`src/rtl/vga_pkg.sv`:
```
// Shared definitions for the VGA timing generator.
//   mode_e    : test-pattern selector encodings
//   timing_t  : one complete video-mode timing set
//   TIMING_*  : standard timing sets for 800x600@60 and 640x480@60
package vga_pkg;

  typedef enum logic [1:0] {
    MODE_BORDER   = 2'd0,
    MODE_BARS     = 2'd1,
    MODE_CHECKER  = 2'd2,
    MODE_GRADIENT = 2'd3
  } mode_e;

  typedef struct packed {
    int   h_visible;
    int   h_front;
    int   h_sync;
    int   h_back;
    int   v_visible;
    int   v_front;
    int   v_sync;
    int   v_back;
    logic h_pol;
    logic v_pol;
  } timing_t;

  // 800x600@60, 40 MHz pixel clock, both syncs active-high.
  localparam timing_t TIMING_800X600_60 = '{800, 40, 128, 88, 600, 1, 4, 23, 1'b1, 1'b1};
  // 640x480@60, 25.175 MHz pixel clock, both syncs active-low.
  localparam timing_t TIMING_640X480_60 = '{640, 16, 96, 48, 480, 10, 2, 33, 1'b0, 1'b0};

  function automatic int h_total(input timing_t t);
    return t.h_visible + t.h_front + t.h_sync + t.h_back;
  endfunction

  function automatic int v_total(input timing_t t);
    return t.v_visible + t.v_front + t.v_sync + t.v_back;
  endfunction

endpackage

```
`src/rtl/vga_timing_gen_if.sv`:
```
// Video output bundle between the timing generator and the downstream encoder.
//   mode        : requested test pattern (from the consumer side)
//   red/green/blue, hsync, vsync, blank : registered video signals
//   x, y        : pixel coordinates matching the current video signals
//   frame_start : one-cycle strobe while (0,0) is on the outputs
//   frame_count : frames completed since reset, wraps at 256
// master = timing generator, slave = encoder/consumer.
interface vga_timing_gen_if #(
  parameter int COLOR_BITS = 3
);
  logic [1:0]            mode;
  logic [COLOR_BITS-1:0] red;
  logic [COLOR_BITS-1:0] green;
  logic [COLOR_BITS-1:0] blue;
  logic                  hsync;
  logic                  vsync;
  logic                  blank;
  logic [10:0]           x;
  logic [9:0]            y;
  logic                  frame_start;
  logic [7:0]            frame_count;

  modport master (
    input  mode,
    output red, green, blue, hsync, vsync, blank, x, y, frame_start, frame_count
  );

  modport slave (
    output mode,
    input  red, green, blue, hsync, vsync, blank, x, y, frame_start, frame_count
  );
endinterface

```
`src/rtl/vga_pattern.sv`:
```
// Combinational test-pattern colour for one pixel.
//   x, y        : pixel coordinates (assumed inside the visible area)
//   mode        : pattern to draw
//   frame_count : frame number shown with this pixel (gradient blue channel)
//   red/green/blue : colour; blanking is applied by the caller
module vga_pattern
  import vga_pkg::*;
#(
  parameter int H_VISIBLE  = 800,
  parameter int V_VISIBLE  = 600,
  parameter int COLOR_BITS = 3,
  parameter int BORDER     = 10
) (
  input  logic [10:0]           x,
  input  logic [9:0]            y,
  input  mode_e                 mode,
  input  logic [7:0]            frame_count,
  output logic [COLOR_BITS-1:0] red,
  output logic [COLOR_BITS-1:0] green,
  output logic [COLOR_BITS-1:0] blue
);

  localparam int          BAR_W = H_VISIBLE / 8;
  localparam logic [10:0] X_LO  = 11'(BORDER);
  localparam logic [10:0] X_HI  = 11'(H_VISIBLE - BORDER);
  localparam logic [9:0]  Y_LO  = 10'(BORDER);
  localparam logic [9:0]  Y_HI  = 10'(V_VISIBLE - BORDER);

  logic [2:0] bar;
  logic       in_border;

  always_comb begin
    // Bar index by threshold compare; the last bar absorbs any H_VISIBLE%8 remainder.
    bar = '0;
    for (int unsigned i = 1; i < 8; i++) begin
      if ({21'b0, x} >= i * BAR_W) bar = 3'(i);
    end

    in_border = (x < X_LO) || (x >= X_HI) || (y < Y_LO) || (y >= Y_HI);

    red   = '0;
    green = '0;
    blue  = '0;
    case (mode)
      MODE_BORDER: begin
        if (in_border) blue = '1;
      end
      MODE_BARS: begin
        red   = {COLOR_BITS{bar[2]}};
        green = {COLOR_BITS{bar[1]}};
        blue  = {COLOR_BITS{bar[0]}};
      end
      MODE_CHECKER: begin
        if (x[5] ^ y[5]) begin
          red   = '1;
          green = '1;
          blue  = '1;
        end
      end
      MODE_GRADIENT: begin
        // Top COLOR_BITS of bits [7:0]
        red   = COLOR_BITS'(x[7:0] >> (8 - COLOR_BITS));
        green = COLOR_BITS'(y[7:0] >> (8 - COLOR_BITS));
        blue  = COLOR_BITS'(frame_count >> (8 - COLOR_BITS));
      end
    endcase
  end

endmodule

```
`src/rtl/vga_timing_gen.sv`:
```
// Parametrised VGA timing and test-pattern generator.
//   clk   : pixel clock
//   reset : synchronous, active-high
//   bus   : video bundle (mode in; colour, syncs, blank, x/y, frame_start,
//           frame_count out). All outputs are registered and show the counter
//           state of the previous cycle.
module vga_timing_gen
  import vga_pkg::*;
#(
  parameter int H_VISIBLE  = 800,
  parameter int H_FRONT    = 40,
  parameter int H_SYNC     = 128,
  parameter int H_BACK     = 88,
  parameter int V_VISIBLE  = 600,
  parameter int V_FRONT    = 1,
  parameter int V_SYNC     = 4,
  parameter int V_BACK     = 23,
  parameter int H_SYNC_POL = 1,
  parameter int V_SYNC_POL = 1,
  parameter int COLOR_BITS = 3,
  parameter int BORDER     = 10
) (
  input logic              clk,
  input logic              reset,
  vga_timing_gen_if.master bus
);

  localparam int H_TOTAL = H_VISIBLE + H_FRONT + H_SYNC + H_BACK;
  localparam int V_TOTAL = V_VISIBLE + V_FRONT + V_SYNC + V_BACK;

  if (!(COLOR_BITS >= 1 && COLOR_BITS <= 8 && H_TOTAL <= 2048 && V_TOTAL <= 1024 &&
        2 * BORDER < H_VISIBLE && 2 * BORDER < V_VISIBLE)) begin : g_bad_params
    $error("vga_timing_gen: unsupported timing/colour/border parameters");
  end

  // One extra bit so sync-end bounds equal to the total still compare correctly.
  localparam logic [10:0] H_LAST   = 11'(H_TOTAL - 1);
  localparam logic [9:0]  V_LAST   = 10'(V_TOTAL - 1);
  localparam logic [11:0] H_VIS    = 12'(H_VISIBLE);
  localparam logic [11:0] HS_START = 12'(H_VISIBLE + H_FRONT);
  localparam logic [11:0] HS_END   = 12'(H_VISIBLE + H_FRONT + H_SYNC);
  localparam logic [10:0] V_VIS    = 11'(V_VISIBLE);
  localparam logic [10:0] VS_START = 11'(V_VISIBLE + V_FRONT);
  localparam logic [10:0] VS_END   = 11'(V_VISIBLE + V_FRONT + V_SYNC);
  localparam logic        H_ACT    = (H_SYNC_POL != 0);
  localparam logic        V_ACT    = (V_SYNC_POL != 0);

  logic [10:0]           hcount;
  logic [9:0]            vcount;
  mode_e                 active_mode;
  logic                  first_frame;
  logic [7:0]            frame_cnt;

  logic                  at_origin;
  mode_e                 mode_next;
  logic [7:0]            fc_next;
  logic                  visible;
  logic                  hs_on;
  logic                  vs_on;
  logic [COLOR_BITS-1:0] pat_red;
  logic [COLOR_BITS-1:0] pat_green;
  logic [COLOR_BITS-1:0] pat_blue;

  logic [COLOR_BITS-1:0] red_q;
  logic [COLOR_BITS-1:0] green_q;
  logic [COLOR_BITS-1:0] blue_q;
  logic                  hsync_q;
  logic                  vsync_q;
  logic                  blank_q;
  logic [10:0]           x_q;
  logic [9:0]            y_q;
  logic                  fs_q;

  // The pixel registered at the (0,0) cycle already uses the newly latched
  // mode and frame number, so a frame is drawn entirely in one mode.
  always_comb begin
    at_origin = (hcount == '0) && (vcount == '0);
    mode_next = at_origin ? mode_e'(bus.mode) : active_mode;
    fc_next   = (at_origin && !first_frame) ? frame_cnt + 8'd1 : frame_cnt;
    visible   = ({1'b0, hcount} < H_VIS) && ({1'b0, vcount} < V_VIS);
    hs_on     = ({1'b0, hcount} >= HS_START) && ({1'b0, hcount} < HS_END);
    vs_on     = ({1'b0, vcount} >= VS_START) && ({1'b0, vcount} < VS_END);
  end

  vga_pattern #(
    .H_VISIBLE (H_VISIBLE),
    .V_VISIBLE (V_VISIBLE),
    .COLOR_BITS(COLOR_BITS),
    .BORDER    (BORDER)
  ) u_pattern (
    .x          (hcount),
    .y          (vcount),
    .mode       (mode_next),
    .frame_count(fc_next),
    .red        (pat_red),
    .green      (pat_green),
    .blue       (pat_blue)
  );

  always_ff @(posedge clk) begin
    if (reset) begin
      hcount      <= '0;
      vcount      <= '0;
      active_mode <= MODE_BORDER;
      first_frame <= 1'b1;
      frame_cnt   <= '0;
      red_q       <= '0;
      green_q     <= '0;
      blue_q      <= '0;
      hsync_q     <= ~H_ACT;
      vsync_q     <= ~V_ACT;
      blank_q     <= 1'b1;
      x_q         <= '0;
      y_q         <= '0;
      fs_q        <= 1'b0;
    end else begin
      if (hcount == H_LAST) begin
        hcount <= '0;
        vcount <= (vcount == V_LAST) ? '0 : vcount + 10'd1;
      end else begin
        hcount <= hcount + 11'd1;
      end
      active_mode <= mode_next;
      first_frame <= first_frame & ~at_origin;
      frame_cnt   <= fc_next;
      red_q       <= visible ? pat_red   : '0;
      green_q     <= visible ? pat_green : '0;
      blue_q      <= visible ? pat_blue  : '0;
      hsync_q     <= hs_on ? H_ACT : ~H_ACT;
      vsync_q     <= vs_on ? V_ACT : ~V_ACT;
      blank_q     <= ~visible;
      x_q         <= hcount;
      y_q         <= vcount;
      fs_q        <= at_origin;
    end
  end

  assign bus.red         = red_q;
  assign bus.green       = green_q;
  assign bus.blue        = blue_q;
  assign bus.hsync       = hsync_q;
  assign bus.vsync       = vsync_q;
  assign bus.blank       = blank_q;
  assign bus.x           = x_q;
  assign bus.y           = y_q;
  assign bus.frame_start = fs_q;
  assign bus.frame_count = frame_cnt;

endmodule
```
`src/flat_wrapper.sv`:
```
// flat-port wrapper written by rule: the top's interface ports become plain ports
module vga_timing_gen_flat import vga_pkg::*;
#(
  parameter int H_VISIBLE  = 800,
  parameter int H_FRONT    = 40,
  parameter int H_SYNC     = 128,
  parameter int H_BACK     = 88,
  parameter int V_VISIBLE  = 600,
  parameter int V_FRONT    = 1,
  parameter int V_SYNC     = 4,
  parameter int V_BACK     = 23,
  parameter int H_SYNC_POL = 1,
  parameter int V_SYNC_POL = 1,
  parameter int COLOR_BITS = 3,
  parameter int BORDER     = 10
)
  (clk, reset, bus_mode, bus_red, bus_green, bus_blue, bus_hsync, bus_vsync, bus_blank, bus_x, bus_y, bus_frame_start, bus_frame_count);
  vga_timing_gen_if #(.COLOR_BITS(COLOR_BITS)) bus_i ();
  input logic clk;
  input logic reset;
  input wire logic [$bits(bus_i.mode)-1:0] bus_mode;
  output wire logic [$bits(bus_i.red)-1:0] bus_red;
  output wire logic [$bits(bus_i.green)-1:0] bus_green;
  output wire logic [$bits(bus_i.blue)-1:0] bus_blue;
  output wire logic [$bits(bus_i.hsync)-1:0] bus_hsync;
  output wire logic [$bits(bus_i.vsync)-1:0] bus_vsync;
  output wire logic [$bits(bus_i.blank)-1:0] bus_blank;
  output wire logic [$bits(bus_i.x)-1:0] bus_x;
  output wire logic [$bits(bus_i.y)-1:0] bus_y;
  output wire logic [$bits(bus_i.frame_start)-1:0] bus_frame_start;
  output wire logic [$bits(bus_i.frame_count)-1:0] bus_frame_count;
  assign bus_i.mode = bus_mode;
  assign bus_red = bus_i.red;
  assign bus_green = bus_i.green;
  assign bus_blue = bus_i.blue;
  assign bus_hsync = bus_i.hsync;
  assign bus_vsync = bus_i.vsync;
  assign bus_blank = bus_i.blank;
  assign bus_x = bus_i.x;
  assign bus_y = bus_i.y;
  assign bus_frame_start = bus_i.frame_start;
  assign bus_frame_count = bus_i.frame_count;
  vga_timing_gen #(.H_VISIBLE(H_VISIBLE), .H_FRONT(H_FRONT), .H_SYNC(H_SYNC), .H_BACK(H_BACK), .V_VISIBLE(V_VISIBLE), .V_FRONT(V_FRONT), .V_SYNC(V_SYNC), .V_BACK(V_BACK), .H_SYNC_POL(H_SYNC_POL), .V_SYNC_POL(V_SYNC_POL), .COLOR_BITS(COLOR_BITS), .BORDER(BORDER)) u_core (.clk(clk), .reset(reset), .bus(bus_i));
endmodule
```
`config.mk`:
```
export PLATFORM = sky130hd
export DESIGN_NAME = vga_timing_gen_flat
export DESIGN_NICKNAME = d
export VERILOG_FILES = /design/src/rtl/vga_pkg.sv /design/src/rtl/vga_timing_gen_if.sv /design/src/rtl/vga_pattern.sv /design/src/rtl/vga_timing_gen.sv /design/src/flat_wrapper.sv
export SDC_FILE = /design/constraint.sdc
export NUM_CORES = 1
export LEC_CHECK = 0
export CAP_MARGIN = 30
export CORE_AREA = 2 2 114 116
export DETAILED_ROUTE_END_ITERATION = 10
export DIE_AREA = 0 0 116 118
export SYNTH_ARGS = -nofsm -noshare
export SYNTH_HDL_FRONTEND = slang
export SYNTH_SLANG_ARGS = --single-unit
```
`constraint.sdc`:
```
create_clock -name clk -period 2 [get_ports clk]
set_input_delay 0.6 -clock clk [delete_from_list [all_inputs] [get_ports clk]]
set_output_delay 0.6 -clock clk [all_outputs]
set_load 0.1 [all_outputs]
```
# Word level (Yosys, flattened, before mapping)
# Index checks and enable logic that the tools add are counted.
[totals]
regBits = 66
input_bits = 4
output_inout_bits = 42
elab_cells = 75
[op_classes]
n_addsub = 3
magnitude_cmp = 17
eq_ne = 5
mux = 17
bitwise = 4
n_reduce_logical = 14
[ops]
columns = ["op", "count"]
rows = [
  ["$ge 11x10->1 const B", 4],
  ["$ge 11x9->1 const B", 3],
  ["$lt 11x10->1 const B", 2],
  ["$ge 10x10->1 const B", 2],
  ["$lt 10x10->1 const B", 2],
  ["$mux 3", 6],
  ["$pmux 3 s3", 2],
  ["$pmux 3 s4", 1],
  ["$add 11x1->11 const B", 1],
  ["$eq 11x11->1 const B", 1],
  ["$ge 11x7->1 const B", 1],
  ["$ge 11x8->1 const B", 1],
  ["$logic_not 11->1", 1],
  ["$lt 11x4->1 const B", 1],
  ["$add 10x1->10 const B", 1],
  ["$eq 10x10->1 const B", 1],
  ["$logic_not 10->1", 1],
  ["$lt 10x4->1 const B", 1],
  ["$mux 10", 1],
  ["$add 8x1->8 const B", 1],
  ["$mux 8", 1],
  ["$mux 2", 3],
  ["$logic_and 1x1->1", 5],
  ["$eq 2x2->1 const B", 2],
  ["other kinds (9)", 15],
]

# Logic depth before layout (Yosys ltp)
[depth]
word_depth = 9
depth_mapped = 8
mapped_depth_nobuf = 8

# Cells and area by module
# From an unflattened synthesis, not the netlist that was laid out.
[unflattened]
cells_unflattened = 366
hier_area_um2 = 3168.0
[modules_own_cells]
columns = ["mod", "n_inst", "cells_per_inst", "area_per_inst_um2", "seq_area_each_um2"]
rows = [
  ["vga_timing_gen", 1, 290, 2685.1, 1321.3],
  ["vga_pattern", 1, 76, 483.0, 0.0],
]

# Least setup slack after synthesis
# No wires, ideal clock.
[synth_path]
path_type = "reg2reg"
startpoint = "register u_core.frame_cnt[3], in the netlist u_core.bus.frame_count[3]"
endpoint = "register u_core.blue_q[2], in the netlist u_core.bus.blue[2]"
setup_time_ps = 93
arrival_time_ps = 1963
t_required_ps = 1907
setup_slack_ps = -56
stages_incl_launch_ff = 5
path_buffers = 0
synth_period_minus_slack_ps = 2056
path_cell_list = "dfxtp_1 > nand4b_1 > nor4_4 > xnor2_1 > o311ai_2"
[synth_between]
elab_chain_cells = 3
[synth_rtl]
columns = ["element", "line_no", "rtl"]
rows = [
  ["start: declaration", "vga_timing_gen.sv:52", "logic [7:0] frame_cnt;"],
  ["start signal: assignment", "vga_timing_gen.sv:125", "frame_cnt <= fc_next;"],
  ["$add 8x1->8", "vga_timing_gen.sv:79", "fc_next = (at_origin && !first_frame) ? frame_cnt + 8'd1 : frame_cnt;"],
  ["$mux 8", "vga_timing_gen.sv:79", ""],
  ["$pmux 3 s4", "vga_pattern.sv:44", "case (mode)"],
  ["end signal: assignment", "vga_timing_gen.sv:128", "blue_q <= visible ? pat_blue : '0;"],
  ["end: declaration", "vga_timing_gen.sv:66", "logic [COLOR_BITS-1:0] blue_q;"],
]
# No other way between the ends.
# A chain may end at the register's enable or synchronous reset.

# Worst setup path in the final report
[layout_path]
startpoint = "register u_core.hcount[2]"
endpoint = "register u_core.blue_q[0], in the netlist u_core.bus.blue[0]"
[layout_between]
elab_chain_cells = 9
word_cells_on_any_way = 34
classes_between = "order compare: 10; eq/ne: 3; mux: 11; bitwise: 1; reduce/logical: 9"
[layout_rtl]
columns = ["element", "line_no", "rtl"]
rows = [
  ["start: declaration", "vga_timing_gen.sv:48", "logic [10:0] hcount;"],
  ["start signal: assignment", "vga_timing_gen.sv:121", "hcount <= hcount + 11'd1;"],
  ["$ge 11x7->1", "vga_pattern.sv:36", "if ({21'b0, x} >= i * BAR_W) bar = 3'(i);"],
  ["$mux 1", "vga_pattern.sv:36", ""],
  ["$mux 2 (2 in series)", "vga_pattern.sv:36", ""],
  ["$mux 3 (4 in series)", "vga_pattern.sv:36", ""],
  ["$pmux 3 s4", "vga_pattern.sv:44", ""],
]
# Parallel ways exist; a longest one is shown, timed or not.

==> impl_metrics.yaml <==
finish:
  areaGrowthSynthToFinish_pct: 57.8
  design.final.nets: 444
  final_util: 0.385
  antennaDiodeCount: 0
  post_route_cells_drive_above_1_share: 0.339
route:
  drt_iter0_drc: 104
  wl_per_cell_um: 12.7
  final_antenna_net_count: 0
  drt_pre_antenna_iters: 4
  route.detailed.drc: 0
  totalWireLength_um: 7730
  via_per_inst: 4.35
  route.vias.total: 2652
run_status:
  failed_checks: "setup timing"
  outcome: "finished with violations"
setup_path:
  timing.critical_path.max_delay_family: "compound AO/OA/AOI/OAI gates"
  cp-end-kind: "flop"
  ff2ff_setup_slack_ns: -0.03
  timing.critical_path.slowest_stage_cell: "sky130_fd_sc_hd__o311ai_4"
  wp_data_arrival_ns: 2.23
  crit-reg2reg-launch: "u_core.hcount[2]"
  critPathMaxFanout: 6
  path_buf_inv: 1
  setup.worst_path.start_class: "flop"
  setup.worst_path.class: "reg2reg"
  timing.critical_path.required_ns: 2.20
  largest_stage_delay_on_the_critical_path_ns: 0.41
  cell_chain_of_the_critical_path: "buf_6, nor4_4, and4b_4, nand2_8, o311ai_4, o21bai_4, o311ai_1"
  critical_path_origin: "u_core.hcount[2]"
global_route:
  grt_pass1_vias: 2576
  globalRoute.totalOverflow: 0
  grt_first_pass_wirelength_um: 12400
  grt_antenna_before_repair: 0
  pin_count_of_the_biggest_net_entering_global_routing: 17
  grt.total_usage: 0.115
die:
  rows: 41
  placeableCoreArea_um2: 12400
  die_height_um: 118
  die_area_um2: 13700
  initial_utilization: 0.244
  top_level_ports: 46
  die-width_um: 116
clock_network:
  cts.htree.levels: 3
  clock_insertion_delay_at_the_later_pin_of_the_skew_report_ns: 0.33
  clock_sinks: 66
  clk_pin_slew_worst_paths_ns: 0.05
  tritoncts: "yes"
  hold_buffer_count_at_cts: 0
  cts_inserted_buffers: 9
  cts-root-buf: "sky130_fd_sc_hd__clkbuf_16"
  cts_buffer_depth: 2
synth:
  synth_flop_cell: "sky130_fd_sc_hd__dfxtp_1"
  multiplexer_share_of_the_synthesized_area: 0.00992
  synth_area_um2: 3030
  syn_avg_cell_area_um2: 8.98
  synth_seq_area_share: 0.436
  synth-seq-cells: 66
  post_synth_xor_area_fraction: 0.0723
  yosys.area_share.simple: 0.274
  synth_warnings: 0
  main_combinational_cell_family_by_area_after_synthesis: "simple AND/OR/NAND/NOR gates"
  distinct_cell_type_count_of_the_synthesized_netlist: 55
  synth.net_count: 348
  synthArstFlopShare: 0
  synth-adder-area-share: 0.0289
  synth_compound_gate_area_share: 0.127
  synth_edf_count: 0
  post_synthesis_instance_total: 337
timing:
  timing.clock.skew_ns: 0.00698
  finalWorstSetupSlack_ns: -0.0297
  slew_viol_final: 0
  achievable-frequency_ghz: 0.493
  report.final.setup_viol: 3
  setup-tns-final_ns: -0.0782
  fin_crit_sh: 1.01
  finalHoldViolCount: 0
  rsz_0062_raised_after_global_routing: "true"
  worst_slew_pin_slew_ns: 0.422
  timing.max_slew.rel_slack: 0.716
  timing.final.crit_period_ns: 2.03
power:
  static-leakage-power_nw: 1.87
  peakVddDrop_mv: 0.354
  p_per_area_nw_per_um2: 672
hold_path:
  min_from: "u_core.hcount[1]"
  min_path_type: "reg2reg"
placed_design:
  gp_congestion: 0.780
  port_buffers: 45
  detailedPlacementHpwl_um: 5720
job:
  max_cap_violations: 0
-- Yosys cell counts, drive strengths merged (2+ instances only) --
cell type  instances  area, um^2
a2111oi            2        17.5
a21o               3        22.5
a21oi             18        90.1
a22oi              2        15.0
a31oi              2        12.5
and2               3        20.0
buf               13        88.8
clkbuf             8        30.0
dfxtp             66        1320
ha                 7        87.6
inv               10        37.5
mux2i              3        30.0
nand2             31         124
nand3             10        50.1
nand3b             2        15.0
nand4              6        37.5
nand4b             4        35.0
nor2              54         205
nor2b             16         100
nor3              11        76.3
nor4               6        82.6
o211ai             2        15.0
o21ai              8        40.0
o311ai             6        77.6
o31ai              2        15.0
or3                3        23.8
xnor2             13         114
xor2              12         105
-- worst reg2reg max path: stages (launching register included) --
cell,delay (ns)
sky130_fd_sc_hd__dfxtp_2,0.32
sky130_fd_sc_hd__buf_6,0.13
sky130_fd_sc_hd__nor4_4,0.27
sky130_fd_sc_hd__and4b_4,0.35
sky130_fd_sc_hd__nand2_8,0.08
sky130_fd_sc_hd__o311ai_4,0.41
sky130_fd_sc_hd__o21bai_4,0.23
sky130_fd_sc_hd__o311ai_1,0.12
-- through the flow --
| stage | setup WS (ns) | cell area, um^2 | total power [mW] | std cells | hold slack, ns |
|---|---|---|---|---|---|
| 2_1_floorplan | 0.00716 | 3030 | 1.66 | 337 | 0.430 |
| 3_3_place_gp | -0.0952 | 4370 | 1.83 | 583 | 0.457 |
| 3_5_place_dp | -0.0548 | 4370 | 1.83 | 583 | 0.478 |
| 4_1_cts | 0.0105 | 4640 | 3.21 | 599 | 0.490 |
| 5_1_grt | -0.113 | 4780 | 3.32 | 609 | 0.514 |
| 6_report | -0.0297 | 4780 | 3.21 | 609 | 0.485 |
-- final cells by class --
cell class / instances / area (um^2)
flip-flops and latches: 66 / 1330
clock buffers: 12 / 236
inverters: 10 / 37.5
repair buffers: 106 / 1330
clock inverters: 3 / 17.5
fillers: 1265 / 7640
multi-input cells: 240 / 1610
well taps: 172 / 215
-- cells in the final DEF, fill, tap and decap left out, types with 9 or more instances in the layout --
cell type,synthesis,routed
sky130_fd_sc_hd__dfxtp_1,66,60
sky130_fd_sc_hd__buf_4,0,58
sky130_fd_sc_hd__nor2_1,53,52
sky130_fd_sc_hd__buf_12,0,42
sky130_fd_sc_hd__nand2_1,30,30
sky130_fd_sc_hd__a21oi_1,18,18
sky130_fd_sc_hd__nor2b_1,16,16
sky130_fd_sc_hd__xnor2_1,13,12
sky130_fd_sc_hd__xor2_1,12,12
sky130_fd_sc_hd__nand3_1,10,10
sky130_fd_sc_hd__clkbuf_16,0,9
-- report_power, final --
part | switching, mW | internal (mW) | leakage, nW | total (mW)
logic | 0.270 | 0.194 | 1.21 | 0.464
clock network | 0.546 | 0.827 | 0.122 | 1.37
registers | 0.0301 | 1.35 | 0.538 | 1.38
total | 0.846 | 2.37 | 1.87 | 3.21
-- state kept, by name (all words and copies together) (netlist names), 2 cells and up --
signal                  cells
u_core.bus.blue             3
u_core.bus.y               10
u_core.bus.red              3
u_core.active_mode          2
u_core.bus.green            3
u_core.bus.frame_count      8
u_core.bus.x               11
u_core.vcount              10
u_core.hcount              11
-- cell families (layout without fill, tap and decap cells) --
| family | Yosys count | after routing |
|---|---|---|
| flops | 66 | 66 |
| buf+inv | 31 | 131 |
| fa+ha+maj | 7 | 7 |
| simple gates | 152 | 152 |
| xor+xnor | 25 | 25 |
| mux | 3 | 3 |
| compound gates | 53 | 53 |
-- path summary, 6_finish.rpt --
check / to / cells after the start
worst max-delay path: u_core.bus.blue[0] / 7
worst min register to register: u_core.bus.x[1] / 2
worst max register to register: u_core.bus.blue[0] / 7
worst min-delay path: u_core.bus.x[1] / 2
-- per-layer routing --
metal,global-route usage,up-vias,share of wire
met5,0,-,0
met2,0.185,49,0.49
met4,0.0536,0,0.022
met1,0.138,1238,0.45
li1,-,1352,-
met3,0.0376,13,0.044
-- timing repair --
item                                    in CTS  in global routing
pin swaps                                    2                  8
gates resized for setup                      2                 18
endpoints found under the setup margin       3                 22
cloned                                       0                  0
setup buffers                                1                 10
(Power assumes the default switching activity.)
